**src/rtl/cdc_hs_ctrl_if.sv**
```systemverilog
// Handshake bundle between a valid/ready producer, the cdc_hs_ctrl source
// controller and the clock-domain-crossing synchronizers.
interface cdc_hs_ctrl_if #(
    parameter int DATA_W = 8,
    parameter int CNT_W  = 8
);
    logic              in_valid;
    logic [DATA_W-1:0] in_data;
    logic              in_ready;
    logic [DATA_W-1:0] xfer_data;
    logic              xfer_req;
    logic              ack_sync;
    logic              busy;
    logic [CNT_W-1:0]  xfer_cnt;
    logic              err;

    modport master (
        input  in_valid, in_data, ack_sync,
        output in_ready, xfer_data, xfer_req, busy, xfer_cnt, err
    );

    modport slave (
        output in_valid, in_data, ack_sync,
        input  in_ready, xfer_data, xfer_req, busy, xfer_cnt, err
    );
endinterface

```
**src/rtl/cdc_hs_ctrl.sv**
```systemverilog
// Source-side controller for a two-phase toggle req/ack word crossing out of clk_a.
// Optional acknowledge timeout and sticky err flag: define HS_TIMEOUT_EN.
module cdc_hs_ctrl #(
    parameter int DATA_W  = 8,
    parameter int SETTLE  = 2,
    parameter int TIMEOUT = 255,
    parameter int CNT_W   = 8
) (
    input  logic          clk_a,
    input  logic          rst_a,
    cdc_hs_ctrl_if.master hs
);

    typedef enum logic [1:0] {
        IDLE,
        SETUP,
        WAIT_ACK
`ifdef HS_TIMEOUT_EN
        , ERR
`endif
    } state_t;

    localparam logic [7:0] SETTLE_LOAD = 8'(SETTLE - 1);

    if (SETTLE < 1 || SETTLE > 255 || TIMEOUT < 1 || TIMEOUT > 65535) begin : g_bad_param
        $error("cdc_hs_ctrl: SETTLE or TIMEOUT outside its legal range");
    end

    state_t            state_q, state_d;
    logic              req_q, req_d;
    logic [DATA_W-1:0] data_q, data_d;
    logic [CNT_W-1:0]  cnt_q, cnt_d;
    logic [7:0]        settle_q, settle_d;
    logic              busy_q;
    logic              ready_c;

`ifdef HS_TIMEOUT_EN
    localparam logic [15:0] TMO_LAST = 16'(TIMEOUT - 1);
    logic [15:0]       tmo_q, tmo_d;
    logic              err_q, err_d;
`endif

    always_ff @(posedge clk_a) begin
        if (rst_a) begin
            state_q  <= IDLE;
            req_q    <= 1'b0;
            data_q   <= '0;
            cnt_q    <= '0;
            settle_q <= '0;
            busy_q   <= 1'b0;
`ifdef HS_TIMEOUT_EN
            tmo_q    <= '0;
            err_q    <= 1'b0;
`endif
        end else begin
            state_q  <= state_d;
            req_q    <= req_d;
            data_q   <= data_d;
            cnt_q    <= cnt_d;
            settle_q <= settle_d;
            busy_q   <= (state_d != IDLE);
`ifdef HS_TIMEOUT_EN
            tmo_q    <= tmo_d;
            err_q    <= err_d;
`endif
        end
    end

    // A req/ack mismatch in IDLE means the far side has not realigned after reset.
    always_comb begin
        state_d  = state_q;
        req_d    = req_q;
        data_d   = data_q;
        cnt_d    = cnt_q;
        settle_d = settle_q;
        ready_c  = 1'b0;
`ifdef HS_TIMEOUT_EN
        tmo_d    = tmo_q;
        err_d    = err_q;
`endif
        case (state_q)
            IDLE: begin
                ready_c = (hs.ack_sync == req_q);
                if (hs.in_valid && ready_c) begin
                    data_d   = hs.in_data;
                    settle_d = SETTLE_LOAD;
                    state_d  = SETUP;
                end
            end
            SETUP: begin
                if (settle_q == 8'd0) begin
                    req_d   = ~req_q;
                    state_d = WAIT_ACK;
`ifdef HS_TIMEOUT_EN
                    tmo_d   = '0;
`endif
                end else begin
                    settle_d = settle_q - 8'd1;
                end
            end
            WAIT_ACK: begin
                // An acknowledge on the final timeout cycle still completes the transfer.
                if (hs.ack_sync == req_q) begin
                    cnt_d   = cnt_q + 1'b1;
                    state_d = IDLE;
                end
`ifdef HS_TIMEOUT_EN
                else if (tmo_q == TMO_LAST) begin
                    state_d = ERR;
                    err_d   = 1'b1;
                end else begin
                    tmo_d = tmo_q + 16'd1;
                end
`endif
            end
`ifdef HS_TIMEOUT_EN
            ERR: begin
                err_d = 1'b1;
            end
`endif
            default: begin
                state_d = IDLE;
            end
        endcase
    end

    assign hs.in_ready  = ready_c;
    assign hs.xfer_data = data_q;
    assign hs.xfer_req  = req_q;
    assign hs.busy      = busy_q;
    assign hs.xfer_cnt  = cnt_q;
`ifdef HS_TIMEOUT_EN
    assign hs.err       = err_q;
`else
    assign hs.err       = 1'b0;
`endif

endmodule

```
**src/flat_wrapper.sv**
```systemverilog
// flat-port wrapper written by rule: the top's interface ports become plain ports
module cdc_hs_ctrl_flat 
#(
    parameter int DATA_W  = 8,
    parameter int SETTLE  = 2,
    parameter int TIMEOUT = 255,
    parameter int CNT_W   = 8
)
  (clk_a, rst_a, hs_in_valid, hs_in_data, hs_ack_sync, hs_in_ready, hs_xfer_data, hs_xfer_req, hs_busy, hs_xfer_cnt, hs_err);
  cdc_hs_ctrl_if #(.DATA_W(DATA_W), .CNT_W(CNT_W)) hs_i ();
  input  logic clk_a;
  input  logic rst_a;
  input wire logic [$bits(hs_i.in_valid)-1:0] hs_in_valid;
  input wire logic [$bits(hs_i.in_data)-1:0] hs_in_data;
  input wire logic [$bits(hs_i.ack_sync)-1:0] hs_ack_sync;
  output wire logic [$bits(hs_i.in_ready)-1:0] hs_in_ready;
  output wire logic [$bits(hs_i.xfer_data)-1:0] hs_xfer_data;
  output wire logic [$bits(hs_i.xfer_req)-1:0] hs_xfer_req;
  output wire logic [$bits(hs_i.busy)-1:0] hs_busy;
  output wire logic [$bits(hs_i.xfer_cnt)-1:0] hs_xfer_cnt;
  output wire logic [$bits(hs_i.err)-1:0] hs_err;
  assign hs_i.in_valid = hs_in_valid;
  assign hs_i.in_data = hs_in_data;
  assign hs_i.ack_sync = hs_ack_sync;
  assign hs_in_ready = hs_i.in_ready;
  assign hs_xfer_data = hs_i.xfer_data;
  assign hs_xfer_req = hs_i.xfer_req;
  assign hs_busy = hs_i.busy;
  assign hs_xfer_cnt = hs_i.xfer_cnt;
  assign hs_err = hs_i.err;
  cdc_hs_ctrl #(.DATA_W(DATA_W), .SETTLE(SETTLE), .TIMEOUT(TIMEOUT), .CNT_W(CNT_W)) u_core (.clk_a(clk_a), .rst_a(rst_a), .hs(hs_i));
endmodule
```
**config.mk**
```make
export PLATFORM = sky130hd
export DESIGN_NAME = cdc_hs_ctrl_flat
export DESIGN_NICKNAME = d
export VERILOG_FILES = /design/src/rtl/cdc_hs_ctrl_if.sv /design/src/rtl/cdc_hs_ctrl.sv /design/src/flat_wrapper.sv
export SDC_FILE = /design/constraint.sdc
export NUM_CORES = 1
export LEC_CHECK = 0
export CORE_MARGIN = 2
export CORE_UTILIZATION = 50
export CTS_CLUSTER_DIAMETER = 150
export DETAILED_ROUTE_END_ITERATION = 16
export PLACE_DENSITY_LB_ADDON = 0.15
export SYNTH_ARGS = -nofsm -noshare
export SYNTH_HDL_FRONTEND = slang
export SYNTH_SLANG_ARGS = --single-unit
```
**constraint.sdc**
```tcl
create_clock -name clk_a -period 3.72 [get_ports clk_a]
set_input_delay 0.372 -clock clk_a [delete_from_list [all_inputs] [get_ports clk_a]]
set_output_delay 0.372 -clock clk_a [all_outputs]
set_load 0.1 [all_outputs]
```
==> flow_metrics.env, run 1 <==
export IMPL_max_freq_ghz=0.428
export IMPL_yosysWarningCount=0
export IMPL_rsz0062_at_grt="no"
export IMPL_drc_errors=0
export IMPL_placedInstanceArea_um2=1670
export IMPL_power_mw=0.737
export IMPL_die_area_um2=3130
export IMPL_peakVddDrop_mv=0.353
export IMPL_cts_resized=0
export IMPL_rrSetupSlack_ps=1780
export IMPL_fin_area_um2=1700
export IMPL_dieHeight_um=55.9
export IMPL_cap_violations=0
export IMPL_fin_nets=200
export IMPL_async_flop_share_pct=0
export IMPL_yosysSeqAreaShare_pct=41.6
export IMPL_grt_pass1_wl_um=5340
export IMPL_crit_path_max_fanout=7
export IMPL_place_inst=210
export IMPL_hp_start="u_core.hs.xfer_data[3]$_SDFFE_PP0P_"
export IMPL_cts_clk_slew_worst_paths_ps=150
export IMPL_timing_rr_start="u_core.settle_q[0]$_SDFFE_PP0P_"
export IMPL_grt_max_degree=30
export IMPL_leakage_nw=0.592
export IMPL_rows=18
export IMPL_tns_ps=0
export IMPL_critical_path_buf_inv_count=1
export IMPL_path_cells="clkdlybuf4s50_1"
export IMPL_syn_num_nets=173
export IMPL_area_growth_pct=26.3
export IMPL_reg2regPathDepth=5
export IMPL_viasPerCell=6.03
export IMPL_grt_pass1_vias=1232
export IMPL_whs_endpoint="u_core.hs.xfer_data[3]$_SDFFE_PP0P_"
export IMPL_tightest_slew_ps=1010
export IMPL_ys_seq_elements=28
export IMPL_yosysTopAreaCell="dfxtp_1"
export IMPL_htree_num_levels=1
export IMPL_clock_skew_final_ps=7.15
export IMPL_clk_path_buf_depth=2
export IMPL_die_x_um=55.9
export IMPL_gp_routability_congestion=0.717
export IMPL_synth_edf_count=0
export IMPL_cts_buffers=3
export IMPL_vias=1291
export IMPL_diodes=0
export IMPL_yosys_top_cells_area="dfxtp_1 (42%), a21oi_1 (9.3%), o21ai_0 (6.7%)"
export IMPL_critical_path_top_delay_family="buffers and inverters"
export IMPL_grt_antenna_before_repair=0
export IMPL_track_usage_pct=21.0
export IMPL_drt_initial_drc_count=24
export IMPL_holdPathStages=2
export IMPL_drt_antenna_violating_nets=0
export IMPL_clock_sinks=28
export IMPL_post_dp_hpwl_um=2200
export IMPL_end_kind="output port"
export IMPL_tritoncts="done"
export IMPL_firstDrtPassIters=4
export IMPL_synthCells=158
export IMPL_outcome="finished, final reports clean"
export IMPL_start_util_pct=53.4
export IMPL_drt_wirelength_per_cell_um=14.9
export IMPL_slew_viol_final=0
export IMPL_setup_viol=0
export IMPL_post_cts_buffers=0
export IMPL_worst_path_stages=1
export IMPL_boundaryPins=32
export IMPL_slowest_stage="clkdlybuf4s50_1"
export IMPL_yosys_area_top_type_share_pct=41.6
export IMPL_root_buffer="clkbuf_4"
export IMPL_fin_crit_sh_pct=62.9
export IMPL_fillCellCount=224
export IMPL_worstPathArrival_ps=1970
export IMPL_synth_flop_cell="dfxtp_1"
export IMPL_stdcell_count=214
export IMPL_placement_io_buffers=30
export IMPL_hp_class="reg2reg"
export IMPL_wl_um=3180
export IMPL_syn_area_um2=1350
export IMPL_holdBufCountCts=0
export IMPL_avgSynthCellArea_um2=8.53
export IMPL_hold_violations=0
export IMPL_start_kind="flip-flop"
export IMPL_multi_input_area_um2=732
export IMPL_power_density_nw_per_um2=433
export IMPL_core_area_um2=2520
export IMPL_holdWs_ps=494
export IMPL_drive_gt1_share_pct=9.24
export IMPL_criticalPathCategory="reg2out"
export IMPL_period_minus_slack_ps=2340
export IMPL_clock_latency_ps=330
export IMPL_overflow=0
export IMPL_slowest_delay_ps=1170
export IMPL_synth_cell_types=35
export IMPL_crit_required_ps=3350
export IMPL_slew_headroom_pct=32.2
export IMPL_r2r_end="u_core.settle_q[1]$_SDFFE_PP0P_"
export IMPL_regArea_um2=561
[logic make-up after synthesis]
logic type	count (synthesis)	share of synthesized area [%]
compound gates	55	23.3
xor+xnor	2	1.30
fa+ha+maj	3	2.79
buf+inv	15	4.46
flops	28	41.6
mux	4	3.25
other cells	1	0.278
simple gates	50	23.0
[registers in the layout (all words and copies together), names as in the netlist]
signal,count
u_core.hs.xfer_data,8
u_core.hs.xfer_cnt,8
u_core.hs.xfer_req,1
u_core.hs.busy,1
u_core.state_q,2
u_core.settle_q,8
[synth_stat cells (2+ instances only)]
cell type / instances
or3b_2: 2
or4_1: 6
or4b_1: 2
nor4_1: 2
mux2_2: 3
a211oi_1: 2
or2_2: 2
o21ai_0: 18
a2111o_1: 2
or3_1: 3
ha_1: 3
dfxtp_1: 28
nand2_1: 3
inv_1: 4
nor2_1: 5
nor3b_1: 2
nor2b_1: 5
a21oi_1: 25
o31ai_1: 5
nand3b_1: 2
nand3_1: 11
clkbuf_1: 10
[metal layers]
layer	routed length [µm]	GRT usage, %	vias up	share of wire, %
met5	0	0	-	0
met4	58	7.14	0	1.8
met3	138	6.28	8	4.3
met2	1580	33.5	37	50
met1	1410	27.2	611	44
li1	-	-	635	-
[stage by stage]
stage / setup slack [ps] / utilization [%]
2_1_floorplan: 631 / -
3_3_place_gp: 1740 / 66.0
3_5_place_dp: 1660 / 66.0
4_1_cts: 1360 / 67.5
5_1_grt: 1300 / 67.5
6_report: 1380 / 67.5
[cell type report]
cell class                 instances  area share, %
clock buffer                       4           2.13
tap                               30           2.21
sequential                        28           32.9
inverter                           4          0.882
timing repair buffer              33           18.8
multi-input combinational        115           43.0
[layout by cell type (no fill, tap or decap), types with 3 or more instances in the layout]
cell,netlist,routed
clkdlybuf4s50_1,0,29
dfxtp_1,28,28
a21oi_1,25,25
o21ai_0,18,18
nand3_1,11,11
or4_1,6,6
nor2_1,5,5
o31ai_1,5,5
nor2b_1,5,5
inv_1,4,4
buf_4,1,4
mux2_2,3,3
nand2_1,3,3
or3_1,3,3
ha_1,3,3
clkbuf_4,0,3
[worst reg2reg max path, cell delays in order, from the launching register on]
cell and delay, ps:
dfxtp_1 360, inv_1 90, ha_1 170, or3b_2 460, o21ai_0 380, mux2_2 380
[where the power goes]
part / switching, mW / total (mW) / internal [mW]
sequential: 0.0177 / 0.335 / 0.318
combinational: 0.178 / 0.253 / 0.0754
clock: 0.0881 / 0.148 / 0.0600
total: 0.284 / 0.737 / 0.453
[worst max path at each step]
stage	to	from
4_1_cts	hs_xfer_cnt[2]	u_core.hs.xfer_cnt[2]$_SDFFE_PP0P_
5_1_grt	hs_xfer_cnt[2]	u_core.hs.xfer_cnt[2]$_SDFFE_PP0P_
3_3_place_gp	u_core.hs.busy$_SDFF_PP0_	rst_a
2_1_floorplan	hs_in_ready	u_core.hs.xfer_req$_SDFFE_PP0P_
3_5_place_dp	u_core.hs.xfer_cnt[7]$_SDFFE_PP0P_	hs_ack_sync
6_report	hs_xfer_cnt[2]	u_core.hs.xfer_cnt[2]$_SDFFE_PP0P_
(Power assumes the default switching activity.)
==> run 2: changes to the inputs <==
--- a/config.mk
+++ b/config.mk
@@ -6,7 +6,7 @@
 export NUM_CORES = 1
 export LEC_CHECK = 0
 export CORE_MARGIN = 2
-export CORE_UTILIZATION = 50
+export CORE_UTILIZATION = 48
 export CTS_CLUSTER_DIAMETER = 150
 export DETAILED_ROUTE_END_ITERATION = 16
 export PLACE_DENSITY_LB_ADDON = 0.15
==> constraint.sdc (replaced) <==
create_clock -name clk_a -period 2.3 [get_ports clk_a]
set_input_delay 0.23 -clock clk_a [delete_from_list [all_inputs] [get_ports clk_a]]
set_output_delay 0.23 -clock clk_a [all_outputs]
set_load 0.1 [all_outputs]
==> run 2 against run 1 <==
Effect of this change:
- largest cell class unchanged
- via count is 1.2% lower
- count of clock-buffer cells in the layout is the same
- worst setup slack got worse by 970 ps
- critical path type is now reg2reg
- critical endpoint is now u_core.settle_q[1]$_SDFFE_PP0P_
==> flow_metrics.env, run 2 (same netlist as run 1, synthesis figures left out) <==
export IMPL_boundaryPins=32
export IMPL_path_cells="inv_1 > ha_1 > or3b_2 > o21ai_0 > mux2_2"
export IMPL_slowest_delay_ps=460
export IMPL_setup_viol=0
export IMPL_critical_path_buf_inv_count=1
export IMPL_reg2regPathDepth=5
export IMPL_diodes=0
export IMPL_holdBufCountCts=0
export IMPL_peakVddDrop_mv=0.513
export IMPL_end_kind="flip-flop"
export IMPL_die_x_um=57.0
export IMPL_start_kind="flip-flop"
export IMPL_wl_um=3100
export IMPL_tightest_slew_ps=747
export IMPL_slew_viol_final=0
export IMPL_post_dp_hpwl_um=2260
export IMPL_clock_sinks=28
export IMPL_final_common_cell="dfxtp_1"
export IMPL_period_minus_slack_ps=1890
export IMPL_clock_skew_final_ps=5.82
export IMPL_root_buffer="clkbuf_4"
export IMPL_slew_headroom_pct=49.9
export IMPL_fin_crit_sh_pct=82.3
export IMPL_start_util_pct=49.7
export IMPL_rrSetupSlack_ps=410
export IMPL_post_cts_buffers=0
export IMPL_power_density_nw_per_um2=715
export IMPL_rows=19
export IMPL_grt_antenna_before_repair=0
export IMPL_tritoncts="done"
export IMPL_grt_pass1_vias=1243
export IMPL_drive_gt1_share_pct=20.4
export IMPL_crit_path_max_fanout=4
export IMPL_area_growth_pct=25.6
export IMPL_gp_routability_congestion=0.717
export IMPL_clock_latency_ps=330
export IMPL_outcome="finished, final reports clean"
export IMPL_drt_wirelength_per_cell_um=14.3
export IMPL_cap_violations=0
export IMPL_max_freq_ghz=0.528
export IMPL_die_area_um2=3250
export IMPL_drt_initial_drc_count=52
export IMPL_tns_ps=0
export IMPL_leakage_nw=0.641
export IMPL_dieHeight_um=57.0
export IMPL_cts_clk_slew_worst_paths_ps=160
export IMPL_clk_path_buf_depth=2
export IMPL_holdWs_ps=439
export IMPL_viasPerCell=5.88
export IMPL_crit_required_ps=2540
export IMPL_firstDrtPassIters=4
export IMPL_vias=1275
export IMPL_power_mw=1.21
export IMPL_final_core_utilization_pct=62.5
export IMPL_core_area_um2=2710
export IMPL_grt_pass1_wl_um=5450
export IMPL_critical_path_top_delay_family="simple AND/OR/NAND/NOR gates"
export IMPL_criticalPathCategory="reg2reg"
export IMPL_final_cell_mix="dfxtp_1 (27), a21oi_1 (25), buf_4 (23)"
export IMPL_timing_rr_start="u_core.settle_q[0]$_SDFFE_PP0P_"
export IMPL_worstPathArrival_ps=2130
export IMPL_whs_endpoint="u_core.hs.xfer_data[1]$_SDFFE_PP0P_"
export IMPL_cts_resized=0
export IMPL_htree_num_levels=1
export IMPL_drt_antenna_violating_nets=0
export IMPL_fin_nets=202
export IMPL_slowest_stage="or3b_2"
export IMPL_hold_violations=0
export IMPL_cts_buffers=3
export IMPL_drc_errors=0
export IMPL_holdPathStages=3
export IMPL_placement_io_buffers=30
export IMPL_grt_max_degree=19
export IMPL_overflow=0
export IMPL_hp_class="in2reg"
export IMPL_hp_start="hs_in_data[1]"
export IMPL_rsz0062_at_grt="no"
export IMPL_track_usage_pct=20.8
export IMPL_r2r_end="u_core.settle_q[1]$_SDFFE_PP0P_"
-- run 2: cell count changes in the layout (fill, tap and decap cells not counted) --
cell,before,now
buf_12,0,1
buf_4,4,23
clkdlybuf4s50_1,29,11
dfxtp_1,28,27
dfxtp_2,0,1
nor3_2,1,0
nor3_4,0,1
-- run 2: area by class of cell --
cell class | instances | area [µm²]
Clock buffer | 4 | 36.3
Fill cell | 246 | 1020
Inverter | 4 | 15.0
Multi-Input combinational cell | 115 | 738
Sequential cell | 28 | 562
Tap cell | 31 | 38.8
Timing Repair Buffer | 35 | 303
-- run 2: how the worst max path moves through the flow --
| stage | slack [ps] | from | cells past startpoint | endpoint |
|---|---|---|---|---|
| final | 410 | u_core.settle_q[0]$_SDFFE_PP0P_ | 5 | u_core.settle_q[1]$_SDFFE_PP0P_ |
| after floorplan | 160 | u_core.hs.xfer_req$_SDFFE_PP0P_ | 3 | hs_in_ready |
| after CTS | 400 | u_core.settle_q[0]$_SDFFE_PP0P_ | 5 | u_core.settle_q[1]$_SDFFE_PP0P_ |
| after detailed placement | 430 | u_core.settle_q[0]$_SDFFE_PP0P_ | 5 | u_core.settle_q[1]$_SDFFE_PP0P_ |
| after global routing | 260 | u_core.settle_q[0]$_SDFFE_PP0P_ | 5 | u_core.settle_q[1]$_SDFFE_PP0P_ |
| after global placement | 490 | u_core.state_q[0]$_SDFF_PP0_ | 3 | u_core.settle_q[7]$_SDFFE_PP0P_ |
-- run 2: report_power, final --
| group | leakage [nW] | switching (mW) | internal [mW] | total (mW) |
|---|---|---|---|---|
| clock network | 0.0210 | 0.148 | 0.0969 | 0.245 |
| registers | 0.228 | 0.0301 | 0.514 | 0.544 |
| logic | 0.392 | 0.289 | 0.133 | 0.422 |
-- run 2: metal layers --
| metal | vias to the layer above | routed length [µm] | global-route usage, % |
|---|---|---|---|
| met2 | 36 | 1540 | 34.3 |
| met4 | 0 | 17 | 7.97 |
| li1 | 646 | - | - |
| met1 | 591 | 1380 | 27.7 |
| met5 | - | 0 | 0 |
| met3 | 2 | 167 | 2.95 |
-- run 2: stage by stage --
step | worst slack, ps | std cells | area [µm²]
floorplan | 155 | 158 | 1360
CTS | 405 | 217 | 1690
global route | 265 | 217 | 1690
global placement | 493 | 213 | 1660
finish | 408 | 217 | 1690
detailed placement | 427 | 213 | 1660
-- run 2: worst register-to-register path, stage by stage (launching register included) --
cell and delay (ps):
dfxtp_1 360, inv_1 80, ha_1 170, or3b_2 460
o21ai_0 350, mux2_2 380
==> run 3: changes to the inputs <==
--- a/config.mk
+++ b/config.mk
@@ -6,7 +6,7 @@
 export NUM_CORES = 1
 export LEC_CHECK = 0
 export CORE_MARGIN = 2
-export CORE_UTILIZATION = 48
+export CORE_UTILIZATION = 44
 export CTS_CLUSTER_DIAMETER = 150
 export DETAILED_ROUTE_END_ITERATION = 16
 export PLACE_DENSITY_LB_ADDON = 0.15
==> constraint.sdc (replaced) <==
create_clock -name clk_a -period 1.74 [get_ports clk_a]
set_input_delay 0.174 -clock clk_a [delete_from_list [all_inputs] [get_ports clk_a]]
set_output_delay 0.174 -clock clk_a [all_outputs]
set_load 0.1 [all_outputs]
==> run 3 against run 2 <==
Effect of this change:
- register-to-register slack lost 330 ps
- worst setup slack worse by 330 ps
- via count is 3.1% higher
- non-clock buffer count is 8 higher
- die area grew 8.4%
- clock power is 29% higher
- combinational power rose by 49%
- first-iteration DRC count shrank 7.7%
- critical path type unchanged
- total power grew 37%
==> flow_metrics.env, run 3 (same netlist as run 1, synthesis figures left out) <==
export IMPL_outcome="finished, final reports clean"
export IMPL_leakage_nw=0.691
export IMPL_rows=20
export IMPL_tritoncts="done"
export IMPL_final_core_utilization_pct=60.7
export IMPL_setup_ws_ps=73.3
export IMPL_grt_pass1_vias=1238
export IMPL_period_minus_slack_ps=1670
export IMPL_crit_required_ps=2010
export IMPL_clock_latency_ps=320
export IMPL_post_place_ws_ps=-67.0
export IMPL_p_int_mw=1.03
export IMPL_drive_gt1_share_pct=28.9
export IMPL_die_area_um2=3520
export IMPL_hp_class="in2reg"
export IMPL_grt_pass1_wl_um=5540
export IMPL_power_density_nw_per_um2=915
export IMPL_placement_io_buffers=30
export IMPL_tns_ps=0
export IMPL_cap_violations=0
export IMPL_criticalPathCategory="reg2reg"
export IMPL_drt_wirelength_per_cell_um=14.2
export IMPL_rsz0062_at_grt="no"
export IMPL_final_common_cell="buf_4"
export IMPL_hold_violations=0
export IMPL_max_freq_ghz=0.600
export IMPL_slew_viol_final=0
export IMPL_firstDrtPassIters=4
export IMPL_final_cell_mix="buf_4 (30), a21oi_1 (25), dfxtp_1 (20)"
export IMPL_pwr_share_clk_pct=19.1
export IMPL_clk_path_buf_depth=2
export IMPL_swShare_pct=37.9
export IMPL_worstPathArrival_ps=1930
export IMPL_p_sw_mw=0.626
export IMPL_drc_errors=0
export IMPL_combPwrFrac_pct=38.0
export IMPL_crit_path_max_fanout=6
export IMPL_boundaryPins=32
export IMPL_end_kind="flip-flop"
export IMPL_wl_um=3220
export IMPL_overflow=0
export IMPL_start_util_pct=45.3
export IMPL_htree_num_levels=1
export IMPL_clock_sinks=28
export IMPL_cts_clk_slew_worst_paths_ps=150
export IMPL_holdBufCountCts=0
export IMPL_core_area_um2=2980
export IMPL_drt_initial_drc_count=48
export IMPL_clock_skew_final_ps=7.51
export IMPL_track_usage_pct=20.3
export IMPL_drt_antenna_violating_nets=0
export IMPL_post_cts_buffers=0
export IMPL_start_kind="flip-flop"
export IMPL_cts_buffers=3
export IMPL_grt_max_degree=30
export IMPL_fin_nets=210
export IMPL_grt_antenna_before_repair=0
export IMPL_seqPwrFrac_pct=42.9
export IMPL_gp_routability_congestion=0.745
export IMPL_die_x_um=59.3
export IMPL_vias=1315
export IMPL_viasPerCell=5.79
export IMPL_setup_viol=0
export IMPL_holdWs_ps=388
export IMPL_post_dp_hpwl_um=2360
export IMPL_diodes=0
export IMPL_stdcell_count=227
export IMPL_dieHeight_um=59.3
export IMPL_peakVddDrop_mv=0.459
export IMPL_place_inst=223
export IMPL_fin_crit_sh_pct=95.8
export IMPL_root_buffer="clkbuf_4"
export IMPL_area_growth_pct=34.2
run 3: cell count changes in the layout (fill, tap and decap cells not counted), sizes merged:
cell / before / now
buf: 24 / 32
run 3: what timing repair did:
item / in CTS / in global routing
pin swaps: 0 / 1
setup endpoints to repair: 1 / 3
gates resized for setup: 2 / 2
run 3: worst max-delay path, stage by stage (launching register included):
cell and delay (ps):
dfxtp_1 380, or4_4 570, or4_1 520, a21oi_1 140
run 3: final cells by class:
cell class	count	area [µm²]
Tap cell	33	41.3
Multi-Input combinational cell	115	767
Inverter	4	15.0
Fill cell	267	1170
Timing Repair Buffer	43	375
Sequential cell	28	573
Clock buffer	4	36.3
run 3: per-layer routing:
layer	track usage [%]	share of wire (%)	vias to the layer above
li1	-	-	656
met1	25.9	43	626
met2	34.9	52	31
met3	2.84	4.4	2
met4	6.82	0.53	0
met5	0	0	-
run 3: power groups by stage:
stage / clock (mW) / combinational (mW) / sequential, mW
CTS: 0.326 / 0.625 / 0.709
detailed placement: 0 / 0.618 / 0.723
finish: 0.317 / 0.628 / 0.709
floorplan: 0 / 0.273 / 0.878
global route: 0.353 / 0.666 / 0.715
global placement: 0 / 0.609 / 0.721
run 3: worst paths after layout:
| check | start | endpoint | slack [ps] | depth (start not counted) |
|---|---|---|---|---|
| worst min-delay path | hs_in_data[0] | u_core.hs.xfer_data[0]$_SDFFE_PP0P_ | 390 | 3 |
| worst max register to register | u_core.settle_q[3]$_SDFFE_PP0P_ | u_core.settle_q[6]$_SDFFE_PP0P_ | 70 | 3 |
| worst min register to register | u_core.hs.xfer_data[5]$_SDFFE_PP0P_ | u_core.hs.xfer_data[5]$_SDFFE_PP0P_ | 490 | 2 |
| worst max-delay path | u_core.settle_q[3]$_SDFFE_PP0P_ | u_core.settle_q[6]$_SDFFE_PP0P_ | 70 | 3 |
run 3: through the flow:
stage	total power [mW]	instance area [µm²]
after floorplan	1.15	1400
after global placement	1.33	1760
after detailed placement	1.34	1760
after CTS	1.66	1800
after global routing	1.73	1810
final	1.65	1810
